**src/rtl/alu_exec.sv**
```systemverilog
// Multi-cycle ALU: single-cycle logic ops, bit-serial shifts (one bit per cycle).
// Result is registered one cycle after acceptance (n+1 for shifts); start is ignored while busy.
module alu_exec #(
  parameter int XLEN = 32
) (
  input  logic            clk,
  input  logic            rst,
  input  logic            start,
  input  logic [2:0]      ALUControl,
  input  logic [XLEN-1:0] SrcA,
  input  logic [XLEN-1:0] SrcB,
  output logic            busy,
  output logic            done,
  output logic [XLEN-1:0] ALUResult,
  output logic            Zero
);

  localparam int SW = $clog2(XLEN);
  localparam logic [SW-1:0] CNT_ONE = SW'(1);

  localparam logic [0:0] S_IDLE  = 1'b0;
  localparam logic [0:0] S_SHIFT = 1'b1;

  localparam logic [2:0] OP_ADD = 3'b000;
  localparam logic [2:0] OP_SLL = 3'b001;
  localparam logic [2:0] OP_SUB = 3'b010;
  localparam logic [2:0] OP_XOR = 3'b100;
  localparam logic [2:0] OP_SRL = 3'b101;
  localparam logic [2:0] OP_OR  = 3'b110;
  localparam logic [2:0] OP_AND = 3'b111;

  logic [0:0]      state_q, state_d;
  logic [XLEN-1:0] shreg_q, shreg_d;
  logic [SW-1:0]   cnt_q, cnt_d;
  logic            left_q, left_d;
  logic [XLEN-1:0] result_q, result_d;
  logic            zero_q, zero_d;
  logic            done_q, done_d;

  logic [SW-1:0]   shamt;
  logic [XLEN-1:0] shifted;

  assign shamt   = SrcB[SW-1:0];
  assign shifted = left_q ? (shreg_q << 1) : (shreg_q >> 1);

  always_comb begin
    state_d  = state_q;
    shreg_d  = shreg_q;
    cnt_d    = cnt_q;
    left_d   = left_q;
    result_d = result_q;
    done_d   = 1'b0;

    case (state_q)
      S_IDLE: begin
        if (start) begin
          done_d = 1'b1;
          case (ALUControl)
            OP_ADD: result_d = SrcA + SrcB;
            OP_SUB: result_d = SrcA - SrcB;
            OP_XOR: result_d = SrcA ^ SrcB;
            OP_OR:  result_d = SrcA | SrcB;
            OP_AND: result_d = SrcA & SrcB;
            OP_SLL, OP_SRL: begin
              if (shamt == '0) begin
                result_d = SrcA;
              end else begin
                // Defer completion: the shift engine owns the operation from here.
                done_d  = 1'b0;
                shreg_d = SrcA;
                cnt_d   = shamt;
                left_d  = (ALUControl == OP_SLL);
                state_d = S_SHIFT;
              end
            end
            default: result_d = '0;
          endcase
        end
      end
      S_SHIFT: begin
        shreg_d = shifted;
        cnt_d   = cnt_q - CNT_ONE;
        if (cnt_q == CNT_ONE) begin
          result_d = shifted;
          done_d   = 1'b1;
          state_d  = S_IDLE;
        end
      end
      default: state_d = S_IDLE;
    endcase

    zero_d = (result_d == '0);
  end

  always_ff @(posedge clk or posedge rst) begin
    if (rst) begin
      state_q  <= S_IDLE;
      shreg_q  <= '0;
      cnt_q    <= '0;
      left_q   <= 1'b0;
      result_q <= '0;
      zero_q   <= 1'b1;
      done_q   <= 1'b0;
    end else begin
      state_q  <= state_d;
      shreg_q  <= shreg_d;
      cnt_q    <= cnt_d;
      left_q   <= left_d;
      result_q <= result_d;
      zero_q   <= zero_d;
      done_q   <= done_d;
    end
  end

  assign busy      = (state_q == S_SHIFT);
  assign done      = done_q;
  assign ALUResult = result_q;
  assign Zero      = zero_q;

endmodule

```
**config.mk**
```make
export PLATFORM = sky130hd
export DESIGN_NAME = alu_exec
export DESIGN_NICKNAME = d
export VERILOG_FILES = /design/src/rtl/alu_exec.sv
export SDC_FILE = /design/constraint.sdc
export NUM_CORES = 1
export LEC_CHECK = 0
export CAP_MARGIN = 20
export CORE_MARGIN = 3
export CORE_UTILIZATION = 55
export DETAILED_ROUTE_END_ITERATION = 10
export MAX_ROUTING_LAYER = met4
export PLACE_DENSITY_LB_ADDON = 0.08
export SETUP_SLACK_MARGIN = 0.1
export SYNTH_ARGS = -nofsm -noshare
export SYNTH_HDL_FRONTEND = slang
export SYNTH_SLANG_ARGS = --single-unit
```
**constraint.sdc**
```tcl
create_clock -name clk -period 3.8 [get_ports clk]
set_clock_uncertainty 0.2 [all_clocks]
set_input_delay 0.57 -clock clk [delete_from_list [all_inputs] [get_ports clk]]
set_output_delay 0.57 -clock clk [all_outputs]
set_load 0.005 [all_outputs]
```
==> run_results.csv <==
group,metric,value,unit
placement,numPlacedInstances,1670,
sta,period_needed,4.99,ns
job,max-cap-violations,0,
critical_path,setup.worst_path.start,"SrcB[11]",
sta,slew_viol_final,0,
sta,whs,0.379,ns
placement,dp_hpwl,28400,um
global_routing,gr-total-overflow,0,
drt,drcViolationCount,0,
drt,wl_per_cell,25.0,um
finish,fin_util,84.6,%
logic_synthesis,yosys.area_share.xor_xnor,4.48,%
clocking,clockBufferDepth,2,
logic_synthesis,synthTopCellsByArea,"dfrtp_1 20%, ha_1 13%, mux2_2 5.6%",
placement,place_area,0.0122,mm2
floorplan,start_util,57.0,%
critical_path,r2r_cells,12,
critical_path,path_max_fanout,3,
logic_synthesis,yosys_most_used_dff,"dfrtp_1",
logic_synthesis,avgSynthCellArea,7.86,um2
clocking,hold_buffers,0,
clocking,cts_root_buf,"clkbuf_16",
finish,finalNonFillerCells,1722,
logic_synthesis,synth_top_area_cell,"dfrtp_1",
logic_synthesis,synth_top_family_by_area,"compound AO/OA/AOI/OAI gates",
critical_path,r2r_slack,0.09,ns
critical_path,crit_path_end_kind,"flip-flop",
floorplan,num_io_pins,105,
logic_synthesis,netlist.area_leader.share,19.6,%
critical_path,crit_cells,16,
sta,tightest_slew,0.670,ns
logic_synthesis,synthSimpleGateAreaFrac,16.1,%
drt,via_per_inst,6.77,
finish,drive_gt1_share,33.6,%
floorplan,die-width,135,um
logic_synthesis,synth_compound_area_share,27.9,%
floorplan,row_count,46,
clocking,clock-sinks,73,
critical_path,cp.arrival,5.05,ns
critical_path,r2r_end,"Zero$_DFF_PP1_",
finish,area_growth,48.5,%
sta,min_period_over_period,131,%
clocking,clk_latency,0.34,ns
logic_synthesis,synthAdderAreaFrac,13.7,%
critical_path,path_cells,"buf_6 > or4_4 > or4_1 > or3_4 > o21ai_2 > xnor2_1 > ha_1 > a211o_1 > buf_6 > nand2b_4 > a22o_1 > a311oi_2 > xor2_1 > o21ai_1 > or3_4 > nor4_4",
critical_path,startpoint_type,"input port",
logic_synthesis,muxShareOfSynthArea,11.2,%
power_and_ir_drop,leakagePower,6.17,nW
clocking,clk_pin_slew,0.06,ns
clocking,cts_tree,"yes",
global_routing,grt_start_max_net_pins,55,
sta,max_freq,0.200,GHz
critical_path,required,3.86,ns
critical_path,crit_family,"simple AND/OR/NAND/NOR gates",
clocking,cts_buffers,9,
outcome,violations,"negative setup slack",
clocking,htree_num_levels,3,
global_routing,grt_pass1_wl,57200,um
sta,slew_headroom,55.4,%
drt,dr.pass1.iters,7,
drt,wl,43000,um
logic_synthesis,syn-cell-area,0.00919,mm2
logic_synthesis,yosysWarnings,0,
logic_synthesis,yosysUniqueCellTypes,86,
logic_synthesis,async_reset_ff_share,100,%
logic_synthesis,synthCells,1169,
sta,hold_viol_final,0,
sta,setup_slack,-1.19,ns
placement,portBuffers,104,
power_and_ir_drop,p_per_area,497,mW/mm2
logic_synthesis,yosys_register_bits,73,
placement,gp_congestion,1.05,
global_routing,antenna_found_initial,1,
drt,first_iter_violations,1842,
critical_path,crit_end,"Zero$_DFF_PP1_",
floorplan,fp.coreArea,0.0161,mm2
logic_synthesis,synth-seq-area-share,19.9,%
sta,rsz0062_at_grt,"true",
global_routing,globalRouteTotalUtil,41.2,%
critical_path,r2r-start,"cnt_q[1]$_DFFE_PP0P_",
floorplan,die_y,135,um
power_and_ir_drop,finalPower,6.78,mW
critical_path,worst_path_max_delay_cell,"or4_4",
global_routing,grt_pass1_vias,10300,
drt,antenna_left,0,
power_and_ir_drop,peakVddDrop,0.381,mV
finish,finalInstanceArea,0.0136,mm2
critical_path,slowest_delay,0.52,ns
min_path,hp-class,"reg2reg",
logic_synthesis,synth_fp_nets,1339,
logic_synthesis,synth_edf_count,0,
floorplan,dieArea,0.0183,mm2
outcome,status,"finished with violations",
finish,nNetsFinal,1670,
critical_path,cp_num_buf_inv,2,
drt,num_vias,11700,
critical_path,critPathKind,"in2reg",
sta,setup_violations,17,
==> tightest hold or removal path: cells and delay by family, from the launching register on <==
family,cells,cell delay [ns]
flip-flops,1,0.35
multiplexers,1,0.06
AO/OA/AOI/OAI,1,0.13
==> worst min-delay path by stage <==
stage / from / to / slack, ns / depth (start not counted)
after floorplan: shreg_q[30]$_DFFE_PP0P_ / shreg_q[31]$_DFFE_PP0P_ / 0.31 / 2
after global routing: shreg_q[12]$_DFFE_PP0P_ / shreg_q[12]$_DFFE_PP0P_ / 0.42 / 2
after global placement: shreg_q[0]$_DFFE_PP0P_ / shreg_q[0]$_DFFE_PP0P_ / 0.35 / 2
after detailed placement: shreg_q[0]$_DFFE_PP0P_ / shreg_q[0]$_DFFE_PP0P_ / 0.37 / 2
after CTS: shreg_q[0]$_DFFE_PP0P_ / shreg_q[0]$_DFFE_PP0P_ / 0.38 / 2
final: shreg_q[0]$_DFFE_PP0P_ / shreg_q[0]$_DFFE_PP0P_ / 0.38 / 2
==> flip-flops by register name (all words and copies together), names as in the netlist <==
name / count
cnt_q: 5
done: 1
busy: 1
Zero: 1
ALUResult: 32
shreg_q: 32
left_q: 1
==> Yosys cell counts (7+ instances only) <==
cell      count
a211oi_1     17
a21o_1       16
a21oi_1     102
a221oi_1     11
a22o_1       10
a22oi_1      25
a31oi_1      15
a32oi_1      13
and2_1        8
and3_1       11
buf_1        11
clkbuf_1     46
dfrtp_1      72
ha_1         99
inv_1        79
mux2_2       46
mux2i_1      51
nand2_1     133
nand3_1      15
nor2_1       68
nor3_1       12
nor4_1        8
o211ai_1     13
o21a_1        9
o21ai_0      97
o31ai_1       9
or2_2         7
or3_1         7
xnor2_1      37
xor2_1       10
==> per-layer routing <==
layer  vias to the layer above  track usage (%)  wire length (um)
met4                         0             10.1              2700
li1                       4946                -                 -
met3                       313             13.4              6420
met1                      5398             58.0             16400
met2                      1005             57.1             17500
met5                         -                -                 0
==> report_power, final <==
part | total, mW | leakage (nW) | internal, mW | switching, mW
combinational | 4.20 | 5.13 | 2.02 | 2.18
sequential | 1.62 | 0.887 | 1.16 | 0.466
clock | 0.955 | 0.157 | 0.582 | 0.372
total | 6.78 | 6.17 | 3.76 | 3.02
==> cells by family (layout without fill, tap and decap cells) <==
family / after synthesis / in the layout
other: 0 / 1
flip-flops: 73 / 73
multiplexers: 97 / 97
buffers and inverters: 148 / 484
AND/OR/NAND/NOR: 311 / 311
XOR/XNOR: 47 / 47
adder cells (fa/ha/maj): 100 / 100
AO/OA/AOI/OAI: 393 / 393
==> placed cells by master (no fill, tap or decap), types with 17 or more instances in the layout <==
master,Yosys,routed
a22oi_1,25,24
clkdlybuf4s50_1,0,87
buf_4,0,268
a21oi_2,0,17
a21oi_1,102,83
mux2i_1,51,50
nand2_1,133,124
nor2_1,68,58
o21ai_0,97,81
dfrtp_1,72,71
mux2_2,46,45
inv_1,79,75
buf_6,1,18
ha_1,99,96
xnor2_1,37,32
==> layout make-up <==
class | count | area [um2]
fillers | 921 | 2470
clock buffers | 9 | 225
repair buffers | 388 | 3250
inverters | 80 | 302
well taps | 216 | 270
clock inverters | 7 | 103
diodes | 1 | 2.50
flip-flops and latches | 73 | 1830
multi-input cells | 948 | 7660
==> what timing repair did <==
action,CTS,global route
resized for setup,136,78
hold endpoints to repair,0,0
buffers inserted,20,22
endpoints found under the setup margin,22,22
pin swaps,62,70
==> metrics by stage <==
stage	setup TNS, ns	worst slack, ns
2_1_floorplan	-4.37	-0.880
3_3_place_gp	-18.00	-1.43
3_5_place_dp	-19.63	-1.58
4_1_cts	-5.24	-0.981
5_1_grt	-10.30	-1.25
6_report	-8.71	-1.19
No activity file was read; power rests on OpenSTA's default activity.
